### src/rtl/div_unit_pkg.sv
// div_unit_pkg: shared types and constants for the EX-stage divider.
//   div_op_e  : RV32M divide opcode encodings (DIV/DIVU/REM/REMU)
//   div_state_e : divider FSM states
//   helpers   : opcode decode for signedness and quotient/remainder select
package div_unit_pkg;

  localparam int DIV_XLEN  = 32;
  localparam int DIV_CNT_W = 6;

  typedef enum logic [1:0] {
    DIV_DIV  = 2'b00,
    DIV_DIVU = 2'b01,
    DIV_REM  = 2'b10,
    DIV_REMU = 2'b11
  } div_op_e;

  typedef enum logic [1:0] {
    DIV_IDLE = 2'b00,
    DIV_CALC = 2'b01,
    DIV_DONE = 2'b10
  } div_state_e;

  // DIV and REM are the signed forms (bit 0 clear).
  function automatic logic is_signed_op(input div_op_e op);
    return ~op[0];
  endfunction

  // REM and REMU return the remainder (bit 1 set).
  function automatic logic is_rem_op(input div_op_e op);
    return op[1];
  endfunction

endpackage

### src/rtl/div_unit_if.sv
// div_unit_if: EX-stage <-> divider connection.
//   master : EX stage side (drives request, opcode, operands, hazard/flush)
//   slave  : divider side (drives result, stall and done)
interface div_unit_if #(
  parameter int XLEN = 32
);
  logic            div_req;
  logic [1:0]      div_op;
  logic [XLEN-1:0] op_a;
  logic [XLEN-1:0] op_b;
  logic            load_hazard;
  logic            flush;
  logic [XLEN-1:0] res;
  logic            div_stall;
  logic            div_done;

  modport master (
    output div_req, div_op, op_a, op_b, load_hazard, flush,
    input  res, div_stall, div_done
  );

  modport slave (
    input  div_req, div_op, op_a, op_b, load_hazard, flush,
    output res, div_stall, div_done
  );
endinterface

### src/rtl/div_step.sv
// div_step: one combinational restoring-division step.
//   rem_in/quo_in : current partial remainder and quotient shift register
//   divisor       : magnitude of the divisor
//   rem_out/quo_out : values after shifting {rem,quo} left by one and
//                     conditionally subtracting the divisor
module div_step #(
  parameter int XLEN = 32
) (
  input  logic [XLEN-1:0] rem_in,
  input  logic [XLEN-1:0] quo_in,
  input  logic [XLEN-1:0] divisor,
  output logic [XLEN-1:0] rem_out,
  output logic [XLEN-1:0] quo_out
);

  logic [XLEN:0] shifted;
  logic [XLEN:0] diff;

  // The shifted remainder is below 2*divisor, so bit XLEN of the
  // difference is set exactly when the subtraction would underflow.
  always_comb begin
    shifted = {rem_in, quo_in[XLEN-1]};
    diff    = shifted - {1'b0, divisor};
    if (diff[XLEN]) begin
      rem_out = shifted[XLEN-1:0];
    end else begin
      rem_out = diff[XLEN-1:0];
    end
    quo_out = {quo_in[XLEN-2:0], ~diff[XLEN]};
  end

endmodule

### src/rtl/div_unit.sv
// div_unit: iterative radix-2 divider for RV32M DIV/DIVU/REM/REMU in EX.
//   CLK   : clock
//   nrst  : synchronous active-low reset
//   bus   : div_unit_if.slave
//           in : div_req, div_op, op_a, op_b, load_hazard, flush
//           out: res (valid in DONE), div_stall (comb), div_done
// Optional build macro: DIV_RESULT_CACHE_EN adds a one-entry result cache
// keyed on op_a, op_b and signedness.
module div_unit
  import div_unit_pkg::*;
#(
  parameter int XLEN  = DIV_XLEN,
  parameter int CNT_W = DIV_CNT_W
) (
  input  logic      CLK,
  input  logic      nrst,
  div_unit_if.slave bus
);

  localparam logic [XLEN-1:0] INT_MIN = {1'b1, {(XLEN-1){1'b0}}};

  div_state_e      state;
  logic [CNT_W-1:0] cnt;
  logic [XLEN-1:0] rem_q;
  logic [XLEN-1:0] quo_q;
  logic [XLEN-1:0] dvsr_q;
  logic [XLEN-1:0] res_q;
  logic            neg_quo_q;
  logic            neg_rem_q;
  logic            is_rem_q;
  logic            done_q;

  div_op_e         op_in;
  logic            sgn_in;
  logic            rem_in;
  logic            a_neg;
  logic            b_neg;
  logic [XLEN-1:0] a_abs;
  logic [XLEN-1:0] b_abs;
  logic            div_zero;
  logic            ovf;
  logic [XLEN-1:0] spec_quo;
  logic [XLEN-1:0] spec_rem;
  logic [XLEN-1:0] rem_step;
  logic [XLEN-1:0] quo_step;
  logic [XLEN-1:0] fin_quo;
  logic [XLEN-1:0] fin_rem;
  logic            hit;

  assign bus.res       = res_q;
  assign bus.div_done  = done_q;
  assign bus.div_stall = bus.div_req & (state != DIV_DONE);

  div_step #(.XLEN(XLEN)) u_step (
    .rem_in  (rem_q),
    .quo_in  (quo_q),
    .divisor (dvsr_q),
    .rem_out (rem_step),
    .quo_out (quo_step)
  );

  // Request decode, used only while IDLE.
  always_comb begin
    op_in    = div_op_e'(bus.div_op);
    sgn_in   = is_signed_op(op_in);
    rem_in   = is_rem_op(op_in);
    a_neg    = sgn_in & bus.op_a[XLEN-1];
    b_neg    = sgn_in & bus.op_b[XLEN-1];
    a_abs    = a_neg ? -bus.op_a : bus.op_a;
    b_abs    = b_neg ? -bus.op_b : bus.op_b;
    div_zero = (bus.op_b == '0);
    ovf      = sgn_in & (bus.op_a == INT_MIN) & (bus.op_b == '1);
    spec_quo = div_zero ? '1 : INT_MIN;
    spec_rem = div_zero ? bus.op_a : '0;
  end

  // Sign fix-up of the final step's outputs, registered on entry to DONE.
  always_comb begin
    fin_quo = neg_quo_q ? -quo_step : quo_step;
    fin_rem = neg_rem_q ? -rem_step : rem_step;
  end

`ifdef DIV_RESULT_CACHE_EN
  logic            c_valid;
  logic [XLEN-1:0] c_a;
  logic [XLEN-1:0] c_b;
  logic            c_sgn;
  logic [XLEN-1:0] c_quo;
  logic [XLEN-1:0] c_rem;
  logic [XLEN-1:0] lat_a;
  logic [XLEN-1:0] lat_b;
  logic            lat_sgn;

  assign hit = c_valid & (c_a == bus.op_a) & (c_b == bus.op_b) & (c_sgn == sgn_in);
`else
  assign hit = 1'b0;
`endif

  always_ff @(posedge CLK) begin
    if (!nrst) begin
      state     <= DIV_IDLE;
      cnt       <= '0;
      rem_q     <= '0;
      quo_q     <= '0;
      dvsr_q    <= '0;
      res_q     <= '0;
      neg_quo_q <= 1'b0;
      neg_rem_q <= 1'b0;
      is_rem_q  <= 1'b0;
      done_q    <= 1'b0;
`ifdef DIV_RESULT_CACHE_EN
      c_valid   <= 1'b0;
      c_a       <= '0;
      c_b       <= '0;
      c_sgn     <= 1'b0;
      c_quo     <= '0;
      c_rem     <= '0;
      lat_a     <= '0;
      lat_b     <= '0;
      lat_sgn   <= 1'b0;
`endif
    end else begin
      case (state)
        DIV_IDLE: begin
          if (bus.div_req && !bus.flush) begin
            is_rem_q <= rem_in;
            if (hit) begin
`ifdef DIV_RESULT_CACHE_EN
              res_q  <= rem_in ? c_rem : c_quo;
`endif
              state  <= DIV_DONE;
              done_q <= 1'b1;
            end else if (div_zero || ovf) begin
              res_q  <= rem_in ? spec_rem : spec_quo;
              state  <= DIV_DONE;
              done_q <= 1'b1;
`ifdef DIV_RESULT_CACHE_EN
              c_valid <= 1'b1;
              c_a     <= bus.op_a;
              c_b     <= bus.op_b;
              c_sgn   <= sgn_in;
              c_quo   <= spec_quo;
              c_rem   <= spec_rem;
`endif
            end else begin
              rem_q     <= '0;
              quo_q     <= a_abs;
              dvsr_q    <= b_abs;
              neg_quo_q <= a_neg ^ b_neg;
              neg_rem_q <= a_neg;
              cnt       <= CNT_W'(XLEN);
              state     <= DIV_CALC;
`ifdef DIV_RESULT_CACHE_EN
              lat_a     <= bus.op_a;
              lat_b     <= bus.op_b;
              lat_sgn   <= sgn_in;
`endif
            end
          end
        end

        DIV_CALC: begin
          // A dropped request without flush is an abort, same as a flush.
          if (bus.flush || !bus.div_req) begin
            state <= DIV_IDLE;
          end else begin
            rem_q <= rem_step;
            quo_q <= quo_step;
            cnt   <= cnt - CNT_W'(1);
            if (cnt == CNT_W'(1)) begin
              res_q  <= is_rem_q ? fin_rem : fin_quo;
              state  <= DIV_DONE;
              done_q <= 1'b1;
`ifdef DIV_RESULT_CACHE_EN
              c_valid <= 1'b1;
              c_a     <= lat_a;
              c_b     <= lat_b;
              c_sgn   <= lat_sgn;
              c_quo   <= fin_quo;
              c_rem   <= fin_rem;
`endif
            end
          end
        end

        DIV_DONE: begin
          if (bus.flush || !bus.load_hazard) begin
            state  <= DIV_IDLE;
            done_q <= 1'b0;
          end
        end

        default: begin
          state  <= DIV_IDLE;
          done_q <= 1'b0;
        end
      endcase
    end
  end

endmodule
### src/flat_wrapper.sv
// flat-port wrapper written by rule: the top's interface ports become plain ports
module div_unit_flat import div_unit_pkg::*;
#(
  parameter int XLEN  = DIV_XLEN,
  parameter int CNT_W = DIV_CNT_W
)
  (CLK, nrst, bus_div_req, bus_div_op, bus_op_a, bus_op_b, bus_load_hazard, bus_flush, bus_res, bus_div_stall, bus_div_done);
  div_unit_if #(.XLEN(XLEN)) bus_i ();
  input  logic CLK;
  input  logic nrst;
  input wire logic [$bits(bus_i.div_req)-1:0] bus_div_req;
  input wire logic [$bits(bus_i.div_op)-1:0] bus_div_op;
  input wire logic [$bits(bus_i.op_a)-1:0] bus_op_a;
  input wire logic [$bits(bus_i.op_b)-1:0] bus_op_b;
  input wire logic [$bits(bus_i.load_hazard)-1:0] bus_load_hazard;
  input wire logic [$bits(bus_i.flush)-1:0] bus_flush;
  output wire logic [$bits(bus_i.res)-1:0] bus_res;
  output wire logic [$bits(bus_i.div_stall)-1:0] bus_div_stall;
  output wire logic [$bits(bus_i.div_done)-1:0] bus_div_done;
  assign bus_i.div_req = bus_div_req;
  assign bus_i.div_op = bus_div_op;
  assign bus_i.op_a = bus_op_a;
  assign bus_i.op_b = bus_op_b;
  assign bus_i.load_hazard = bus_load_hazard;
  assign bus_i.flush = bus_flush;
  assign bus_res = bus_i.res;
  assign bus_div_stall = bus_i.div_stall;
  assign bus_div_done = bus_i.div_done;
  div_unit #(.XLEN(XLEN), .CNT_W(CNT_W)) u_core (.CLK(CLK), .nrst(nrst), .bus(bus_i));
endmodule
### config.mk
export PLATFORM = sky130hd
export DESIGN_NAME = div_unit_flat
export DESIGN_NICKNAME = d
export VERILOG_FILES = /design/src/rtl/div_unit_pkg.sv /design/src/rtl/div_unit_if.sv /design/src/rtl/div_step.sv /design/src/rtl/div_unit.sv /design/src/flat_wrapper.sv
export SDC_FILE = /design/constraint.sdc
export NUM_CORES = 1
export LEC_CHECK = 0
export ABC_AREA = 1
export CORE_ASPECT_RATIO = 1.4
export CORE_UTILIZATION = 35
export CTS_CLUSTER_DIAMETER = 40
export DETAILED_ROUTE_END_ITERATION = 6
export GPL_TIMING_DRIVEN = 0
export SLEW_MARGIN = 20
export SYNTH_ARGS = -nofsm -noshare
export SYNTH_HDL_FRONTEND = slang
export SYNTH_SLANG_ARGS = --single-unit
### constraint.sdc
create_clock -name CLK -period 4.2 [get_ports CLK]
set_input_delay 0.84 -clock CLK [delete_from_list [all_inputs] [get_ports CLK]]
set_output_delay 0.84 -clock CLK [all_outputs]
set_load 0.03 [all_outputs]
Yosys cells after proc, flatten, opt, wreduce, memory -nomap -nowiden
Index checks and enable logic that the tools add are counted.

cells by class
  $add $sub $neg = 6
  reductions and logical operators = 16
  multiplexer cells = 38
  bitwise logic cells = 9
  equal/unequal tests = 13

operators with widths
  cell                                               number
  2-to-1 mux 32 bit                                  18
  case mux 32 bit (2 select lines)                   3
  negation 32 bit                                    4
  == test 32 bit (second input constant)             2
  subtractor 33 x 32 -> 33 bit                       1
  zero test 32 bit                                   1
  2-to-1 mux 31 bit                                  1
  2-to-1 mux 6 bit                                   3
  case mux 6 bit (2 select lines)                    1
  2-to-1 mux 2 bit                                   5
  AND reduction 5 bit                                2
  != test 2 x 1 -> 1 bit (second input constant)     4
  == test 6 x 1 -> 1 bit (second input constant)     1
  != test 2 bit (second input constant)              3
  case mux 2 bit (3 select lines)                    1
  AND reduction 3 bit                                2
  subtractor 6 x 1 -> 6 bit (second input constant)  1
  AND 1 bit                                          5
  2-to-1 mux 1 bit                                   5
  AND reduction 4 bit                                1
  zero test 1 bit                                    3
  logical OR 1 bit                                   3
  != test 3 x 1 -> 1 bit (second input constant)     1
  NOT 1 bit                                          3
  8 further kinds                                    8

storage, ports and cells
  register bits = 140
  input port bits = 71

Depth between registers and ports, before layout
  depth after elaboration = 8
  gate-level depth with buffers = 35
  gate-level depth less buffers = 33

By module
Synthesis repeated with hierarchy kept, for this count alone.

unflattened totals
  cell total of the unflattened synthesis = 2,576
  area total of the unflattened synthesis = 13,899.6 µm²

modules (own cells, without submodules)
  module    area each (µm²)  cells each  times used
  div_unit  10,503.8         1,862       1
  div_step  3,395.8          714         1

Least setup slack after synthesis
OpenSTA, ideal clock, no wires.

  path type = flip-flop to flip-flop
  start = reg u_core.quo_q[31]
  end = reg u_core.res_q[30], in the netlist u_core.bus.res[30]
  buffers on the path = 2
  path slack = 0.256 ns
  arrival = 3.877 ns
  stages on the path, launching flop included = 35
  cells stage by stage = dfxtp_1 > inv_1 > ha_1 > inv_1 > fa_1 > nand2_1 > nand2_1 > nand3_2 > nand2_4 > nand2_2 > nand2_4 > nand2_4 > nand3_2 > nand2_4 > buf_6 > clkbuf_1 > ha_1 > nand3_1 > nor3_1 > nand2_1 > inv_1 > nand4_1 > nand2_1 > o21ai_0 > inv_1 > o21ai_0 > inv_1 > o21ai_0 > inv_1 > o21ai_0 > a21oi_1 > o21ai_0 > nand2_1 > nand2_1 > a21oi_2

on the way
  cells in the longest elaborated chain, start to end = 8

RTL lines
  element                                                RTL line                        text
  start, declared                                        div_unit.sv:25                  logic [XLEN-1:0] quo_q;
  start signal, assigned                                 div_unit.sv:147                 quo_q <= a_abs;
  start signal, assigned                                 div_unit.sv:168                 quo_q <= quo_step;
  subtractor 33 x 32 -> 33 bit                           div_step.sv:23                  diff = shifted - {1'b0, divisor};
  2-to-1 mux 32 bit / NOT 1 bit (equally long branches)  div_step.sv:24, div_step.sv:29
  negation 32 bit (on tied branches)                     div_unit.sv:80, div_unit.sv:79
  2-to-1 mux 32 bit (on tied branches)                   div_unit.sv:80, div_unit.sv:79
  2-to-1 mux 32 bit (*)                                  div_unit.sv:171                 res_q <= is_rem_q ? fin_rem : fin_quo;
  2-to-1 mux 32 bit (*)                                  div_unit.sv:170                 if (cnt == CNT_W'(1)) begin
  2-to-1 mux 32 bit (*)                                  div_unit.sv:164                 if (bus.flush || !bus.div_req) begin
  case mux 32 bit (2 select lines) (*)                   div_unit.sv:123                 case (state)
  end signal, assigned                                   div_unit.sv:134                 res_q <= rem_in ? spec_rem : spec_quo;
  end signal, assigned                                   div_unit.sv:171
  end, declared                                          div_unit.sv:27                  logic [XLEN-1:0] res_q;

Every way passes the cells marked *; elsewhere a longest branch is shown, timed or not. The select of a mux whose other input is x is not followed.
A chain may end at the register's enable or synchronous reset.

Final worst setup path
  start = in bus_op_a[31]
  end = reg u_core.res_q[13], in the netlist u_core.bus.res[13]

on the way
  cells in the longest elaborated chain, start to end = 6

RTL lines
  element                           RTL line            text
  start, declared                   flat_wrapper.sv:13  input wire logic [$bits(bus_i.op_a)-1:0] bus_op_a;
  == test 32 bit                    div_unit.sv:72      ovf = sgn_in & (bus.op_a == INT_MIN) & (bus.op_b == '1);
  AND 1 bit (2 in series)           div_unit.sv:72
  logical OR 1 bit                  div_unit.sv:133     end else if (div_zero || ovf) begin
  != test 2 x 1 -> 1 bit (no line)  --
  AND reduction 5 bit (no line)     --

No other way between the ends.

==> flow_metrics.env <==
export IMPL_outcome="finished clean"
export IMPL_antenna_cells=0
export IMPL_drt_first_pass_iters=5
export IMPL_cp_slowest_stage_delay_ns=0.67
export IMPL_fin_ws_ns=0.183
export IMPL_ys_types=58
export IMPL_floorplan_initialDensity_pct=35.5
export IMPL_cellPowerDensity_nw_per_um2=290
export IMPL_stdcell_count=2784
export IMPL_fin_hold_ws_ns=0.466
export IMPL_fin_crit_sh_pct=95.6
export IMPL_start_kind="primary input"
export IMPL_grt_pass1_vias=14060
export IMPL_fp_dieW_um=163
export IMPL_dp_cells=2730
export IMPL_synth_area_leaders="dfxtp_1 22%, nand2_1 16%, inv_1 8.2%"
export IMPL_grt_pass1_wl_um=81000
export IMPL_hp_class="flip-flop to flip-flop"
export IMPL_slew_violations=0
export IMPL_drive_above_1_share_pct=10.4
export IMPL_grtUsageTotal_pct=29.5
export IMPL_hpwl_um=44200
export IMPL_crit_type="primary input to flip-flop"
export IMPL_gp_congestion=0.998
export IMPL_cp_max_fo=10
export IMPL_wl_um=53900
export IMPL_clk_path_buf_depth=2
export IMPL_async_reset_ff_share_pct=0
export IMPL_netlist_instances=2166
export IMPL_dp_slack_ns=-1.15
export IMPL_grt_overflow=0
export IMPL_nets=2420
export IMPL_ios=105
export IMPL_synth_nets=2277
export IMPL_detail_route_wl_per_cell_um=19.4
export IMPL_period_needed_ns=4.02
export IMPL_synth_warnings=0
export IMPL_endpoint_kind="flip-flop"
export IMPL_hold_viol_final=0
export IMPL_portBuffers=102
export IMPL_drc=0
export IMPL_path_cells="clkdlybuf4s50_1, inv_1, nor2_4, nand3_1, nor4_1, nand2_1, nor4_2, nand3_1, nand3_1, nand2_1, inv_2, nand2_2, inv_2, buf_4, nand3_1, a21oi_1"
export IMPL_crit_arrival_ns=4.39
export IMPL_final_antenna_net_count=0
export IMPL_yosys_cell_count_top_type="nand2_1"
export IMPL_initialDrtViolationCount=1023
export IMPL_vias=14594
export IMPL_clk_latency_ns=0.45
export IMPL_dieArea_sq_um=37000
export IMPL_cpMostUsedCell="nand3_1"
export IMPL_grt_max_degree=19
export IMPL_synth_top_area_cell="dfxtp_1"
export IMPL_cts_root_buf="clkbuf_16"
export IMPL_viasPerCell=5.24
export IMPL_synth_common_cells="542 x nand2_1, 276 x inv_1, 210 x nor2_1, 204 x a21oi_1, 188 x o21ai_0"
export IMPL_crit_required_ns=4.57
export IMPL_core_area_sq_um=35700
export IMPL_die_y_um=227
export IMPL_htree_levels=4
export IMPL_cpMaxStageDelayCell="clkdlybuf4s50_1"
export IMPL_slew_headroom_pct=32.9
export IMPL_p_leak_nw=7.07
export IMPL_synth_seq_cells=140
export IMPL_clock_skew_ns=0.0157
export IMPL_worst_pin_slew_ns=1.01
export IMPL_seq_area_frac_synth_pct=22.1
export IMPL_antenna_found_initial=0
export IMPL_row_count=82
export IMPL_ir_worst_vdd_mv=0.207
export IMPL_synth_top_area_share_pct=22.1
export IMPL_fmax_mhz=249
export IMPL_synth_enable_flop_cells=0
export IMPL_maxCapViolCount=0
export IMPL_syn_area_sq_um=12700
export IMPL_cts_clk_slew_worst_paths_ns=0.06
export IMPL_synth_flop_cell="dfxtp_1"
export IMPL_syn_mean_instance_area_sq_um=5.86
export IMPL_area_delta_synth_final_pct=21.8
export IMPL_cts_tree="done"
export IMPL_setup_viol=0
export IMPL_cts_sinks=140
export IMPL_numCtsBuffers=17
==> metrics by stage <==
stage	total power (W)	cell area, sq um	utilization, %	setup TNS, ns
final	0.00448	15400	43.3	0
after global placement	0.00269	14300	40.0	-121.94
after global routing	0.00467	15400	43.3	-0.0122
after detailed placement	0.00269	14300	40.0	-116.07
after floorplan	0.00225	12700	-	0
after CTS	0.00444	15200	42.5	0
==> power by group <==
part | switching, W | total [W] | internal (W)
combinational | 0.000872 | 0.00131 | 0.000435
sequential | 0.0000492 | 0.00143 | 0.00138
clock | 0.000645 | 0.00174 | 0.00109
total | 0.00157 | 0.00448 | 0.00291
==> worst max-delay path: cells and delay by family <==
kind            cells  cell delay [ns]
compound gates      1             0.16
buf+inv             5             1.29
simple gates       10             2.05
==> area by class of cell <==
type / instances / area, sq um
plain buffers: 85 / 439
clock buffers: 20 / 457
clock inverters: 12 / 209
fillers: 3872 / 20300
inverters: 296 / 1110
multi-input cells: 1643 / 8630
flip-flops and latches: 140 / 2810
well taps: 462 / 578
repair buffers: 126 / 1210
==> worst paths after layout <==
| kind | startpoint | endpoint | slack [ns] | depth (start not counted) |
|---|---|---|---|---|
| max reg2reg | u_core.dvsr_q[0]$_SDFFE_PN0P_ | u_core.bus.res[26]$_SDFFE_PN0P_ | 0.19 | 26 |
| max | bus_op_a[31] | u_core.bus.res[13]$_SDFFE_PN0P_ | 0.18 | 16 |
| min reg2reg | u_core.bus.res[11]$_SDFFE_PN0P_ | u_core.bus.res[11]$_SDFFE_PN0P_ | 0.47 | 2 |
| min | u_core.bus.res[11]$_SDFFE_PN0P_ | u_core.bus.res[11]$_SDFFE_PN0P_ | 0.47 | 2 |
==> sequential cells by signal, indices dropped and copies added (netlist names) <==
register and flops:
u_core.bus.div_done 1, u_core.is_rem_q 1, u_core.neg_rem_q 1, u_core.state 2, u_core.cnt 6, u_core.rem_q 32
u_core.quo_q 32, u_core.bus.res 32, u_core.dvsr_q 32, u_core.neg_quo_q 1
==> timing repair <==
action	CTS	global route
buffers inserted	13	11
pin swaps	6	15
gates resized for setup	25	42
setup endpoints to repair	138	49
hold buffers	0	0
==> kinds of logic (layout without fill, tap and decap cells) <==
family | after synthesis | count (layout) | synth area share [%]
simple gates | 1088 | 1088 | 38.4
compound gates | 466 | 466 | 19.8
buf+inv | 383 | 539 | 12.3
flops | 140 | 140 | 22.1
xor+xnor | 49 | 49 | 3.38
fa+ha+maj | 40 | 40 | 4.00
==> placed cells by master (no fill, tap or decap), drive strengths merged, types with 6 or more instances in the layout <==
| cell | netlist | routed |
|---|---|---|
| nand4 | 27 | 27 |
| o21ai | 205 | 205 |
| and2 | 6 | 6 |
| clkinv | 4 | 7 |
| nand3 | 164 | 164 |
| dfxtp | 140 | 140 |
| a21oi | 210 | 210 |
| xnor2 | 24 | 24 |
| nor3 | 42 | 42 |
| ha | 39 | 39 |
| nor4 | 9 | 9 |
| clkdlybuf4s50 | 0 | 102 |
| a31oi | 18 | 18 |
| nor2 | 229 | 229 |
| clkbuf | 53 | 73 |
| a211oi | 6 | 6 |
| buf | 34 | 56 |
| inv | 292 | 294 |
| xor2 | 25 | 25 |
| nand2 | 596 | 596 |
==> metal layers <==
metal	vias up	part of all wire, %	global-route usage, %
li1	7339	-	-
met1	6615	38	30.4
met2	470	50	53.4
met3	170	3.7	3.24
met4	0	8.4	24.1
met5	-	0	0
No activity file was read; power rests on OpenSTA's default activity.
==> RTL edit 1: new RTL, same flow settings <==
Reset style: asynchronous (`nrst`), changed in one clocked block. Comments in the files are not updated.
--- a/src/rtl/div_unit.sv
+++ b/src/rtl/div_unit.sv
@@ -97,5 +97,5 @@
 `endif
 
-  always_ff @(posedge CLK) begin
+  always_ff @(posedge CLK or negedge nrst) begin
     if (!nrst) begin
       state     <= DIV_IDLE;
Check against the original RTL: differs if nrst is asserted again (counterexample within 4 cycles, from zero or initial values and one cycle with nrst low); with nrst held inactive, the same outputs for 4 cycles.
==> RTL edit 1 against the original RTL <==
- the run now ends with design-rule violations left
- fmax grew 0.71%
- routed wire length grew 0.55%
- hold slack lost 0.19 ns
- sequential cell count is the same
- area after synthesis grew 4.2%
- synthesized cell count grew 0.69%
- final area grew 1.2%
- setup slack gained 0.028 ns
Power is not compared: it rests on default switching activity, and its combinational part moved more than twofold at a synthesized area within 25%.
==> RTL edit 1: results <==
[finish]
nMultiInputCombCells = 1658
buf_share_pct = 9.502
seq-cell-share_pct = 22.40
clkCellAreaFrac_pct = 3.831
n_clock_buffer = 19
inverters = 308
n_all_buffers = 184
fill_cells = 3990
multi_input_area_share_pct = 53.14
drive_gt1_share_pct = 8.269

[worst_hold_path]
min_path_type = in -> async

[critical_path]
cp.arrival_ns = 4.33
cp_slowest_stage_delay_ns = 0.46
ff2ff_path_depth = 21
r2r_slack_ns = 0.25
startpoint = bus_op_a[0]
crit_end = u_core.bus.res[15]
r2r-start = u_core.dvsr_q[22]
r2r-end = u_core.bus.res[25]

[power]
power_frac_seq_pct = 27.2
p_switching_mw = 3.043
comb_power_mw = 3.24
vdd_drop_max_mv = 0.3096

[clocking]
cts-buffers-inserted = 17
insertion_delay_ns = 0.47
ctsResizeCount = 17
ctsHtreeMaxLevel = 4
cts_setup_buffers = 1

[yosys]
yosys-top-cells-count = nand2_1 (674), inv_1 (297), nor2_1 (217)
ys_top_cells_by_area = dfrtp_1 (27%), nand2_1 (19%), inv_1 (8.4%)
synth_compound_area_share_pct = 14.97
yosys.area_share.adder_pct = 3.843
syn_nets = 2292
ys.flop_type = dfrtp_1
netlist-cell-type-count = 50
ys_async_sr_fraction_pct = 100.0
synth-xor-area-share_pct = 3.048
synth_seq_area_share_pct = 26.50

[route]
wirelength_mm = 54.19
vias_per_cell = 5.272
drtIter0Drc = 1184
drtPass1Iterations = 7
drc_errors = 2

[grt]
grt_pass1_wl_mm = 81.94
first_global_vias = 14220
grt_start_max_net_pins = 89
grt_usage_pct = 28.42

[sta]
whs_ns = 0.2746
fin_worst_skew_ns = 0.02237
slew_headroom_pct = 37.31
period_needed_ns = 3.989

[place]
dp_worst_setup_slack_ns = -0.8906
port_buffers = 103
dp_hpwl_mm = 44.90
gp_congestion = 1.012

[outcome]
violations = design-rule violations
status = complete, but fails checks
## RTL edit 1: cell count changes after synthesis, moves of 8 or more
| cell | before | now |
|---|---|---|
| dfrtp_1 | 0 | 140 |
| dfxtp_1 | 140 | 0 |
| nand2_1 | 542 | 674 |
| a21oi_1 | 204 | 97 |
| o22ai_1 | 4 | 37 |
| o21ai_0 | 188 | 162 |
| inv_1 | 276 | 297 |
| nand2_2 | 41 | 28 |
| clkbuf_1 | 53 | 42 |
| xnor2_1 | 24 | 14 |
| buf_2 | 12 | 20 |
## RTL edit 1: metrics by stage
stage | cell area (µm²) | setup TNS [ns] | instances
global placement | 14840 | -541.49 | 2751
finish | 15640 | 0 | 2789
detailed placement | 14870 | -47.60 | 2752
floorplan | 13220 | 0 | 2181
CTS | 15530 | 0 | 2784
global route | 15640 | -0.04203 | 2789
## RTL edit 1: layer usage
layer	track usage [%]	vias to the layer above	part of all wire, %
li1	-	7268	-
met1	30.92	6793	39
met2	49.67	497	48
met3	3.255	145	4.3
met4	24.13	0	8.9
met5	0	-	0
==> RTL edit 2: new RTL, same flow settings <==
Without the edit above. `DIV_CNT_W`: 6 -> 12.
--- a/src/rtl/div_unit_pkg.sv
+++ b/src/rtl/div_unit_pkg.sv
@@ -6,5 +6,5 @@
 
   localparam int DIV_XLEN  = 32;
-  localparam int DIV_CNT_W = 6;
+  localparam int DIV_CNT_W = 12;
 
   typedef enum logic [1:0] {
Behaviour: same outputs for any inputs over 4 cycles, from zero or initial values and one cycle with nrst low; that may be too few to reach the edited logic, so the function may still have changed.
==> RTL edit 2 against the original RTL <==
- cell count increased by 1.0%
- total power shrank 0.34%
- area after synthesis increased by 1.0%
- routed wire length is 0.37% higher
- first-iteration DRC count up 8.6%
- sequential power rose by 7%
- via count is 1.9% higher
- sequential cell count grew 6
- final area decreased by 0.16%
- setup slack lost 0.12 ns
- count of clock-buffer cells in the layout fell by 2
==> RTL edit 2: results <==
[yosys]
synth_compound_area_share_pct = 19.90
syn_nets = 2313
synth_seq_area_share_pct = 22.80
ys_top_cells_by_area = dfxtp_1 (23%), nand2_1 (17%), a21oi_1 (8.1%)
yosys-top-cells-count = nand2_1 (589), inv_1 (272), nor2_1 (222)
syn_avg_cell_area_um2 = 5.821
yosys.area_share.adder_pct = 3.963
netlist-cell-type-count = 57
synth-xor-area-share_pct = 3.485

[sta]
worst_slew_pin_slew_ns = 0.9265
period_share_pct = 98.50
fin_worst_skew_ns = 0.01204
whs_ns = 0.4667

[critical_path]
ff2ff_path_depth = 31
crit_end = u_core.cnt[1]
r2r-start = u_core.dvsr_q[10]
cp_slowest_stage_delay_ns = 0.49
r2r-end = u_core.bus.res[30]
cp.arrival_ns = 4.48

[grt]
grt_usage_pct = 28.83
grt_pass1_wl_mm = 80.64
first_global_vias = 14185
grt_util_met2_pct = 51.03
gr-usage-met3_pct = 2.413
grt_start_max_net_pins = 17
met1_usage_pct = 31.66

[place]
place_inst = 2767
dp_worst_setup_slack_ns = -1.019
gp_congestion = 0.9637
postPlaceCellArea_um2 = 14430
port_buffers = 103

[route]
drt-met1-wl_mm = 21.04
dr_total_vias = 14873
drtIter0Drc = 1111
vias_per_cell = 5.289
wl_met2_mm = 26.81
avgRoutedWirePerCell_um = 19.24
met3_length_mm = 2.135
drtPass1Iterations = 6

[clocking]
ctsResizeCount = 27
insertion_delay_ns = 0.47
cts_setup_buffers = 9

[finish]
drive_gt1_share_pct = 9.234
fill_cells = 4015
fin_nets = 2448

[power]
leakagePower_nw = 7.112
p_int_mw = 2.755

[outcome]
status = completed

[worst_hold_path]
hold_end = u_core.bus.res[13]
hp-start = u_core.bus.res[13]
[RTL edit 2: cell count changes after synthesis, sizes merged, moves of 8 or more]
cell   unedited run  this run
o22ai             4        19
nand2           596       626
nor2            229       237
xor2             25        36
xnor2            24        15
o21ai           205       181
inv             292       279
[RTL edit 2: layout make-up]
cell class / count / area [µm²] / area share (%)
clock buffer: 18 / 439.2 / 2.847
sequential: 146 / 2929 / 18.99
tap: 462 / 578.1 / 3.748
clock inverter: 14 / 125.1 / 0.8112
inverter: 280 / 1054 / 6.830
timing repair buffer: 117 / 1136 / 7.365
multi-input combinational: 1689 / 8750 / 56.72
buffer: 86 / 414.1 / 2.685
[RTL edit 2: power by group through the flow]
stage	clock network [mW]	logic, mW	registers [mW]
floorplan	0	0.857	1.54
global placement	0	1.31	1.55
detailed placement	0	1.32	1.55
CTS	1.52	1.36	1.52
global route	1.58	1.54	1.53
finish	1.52	1.41	1.53
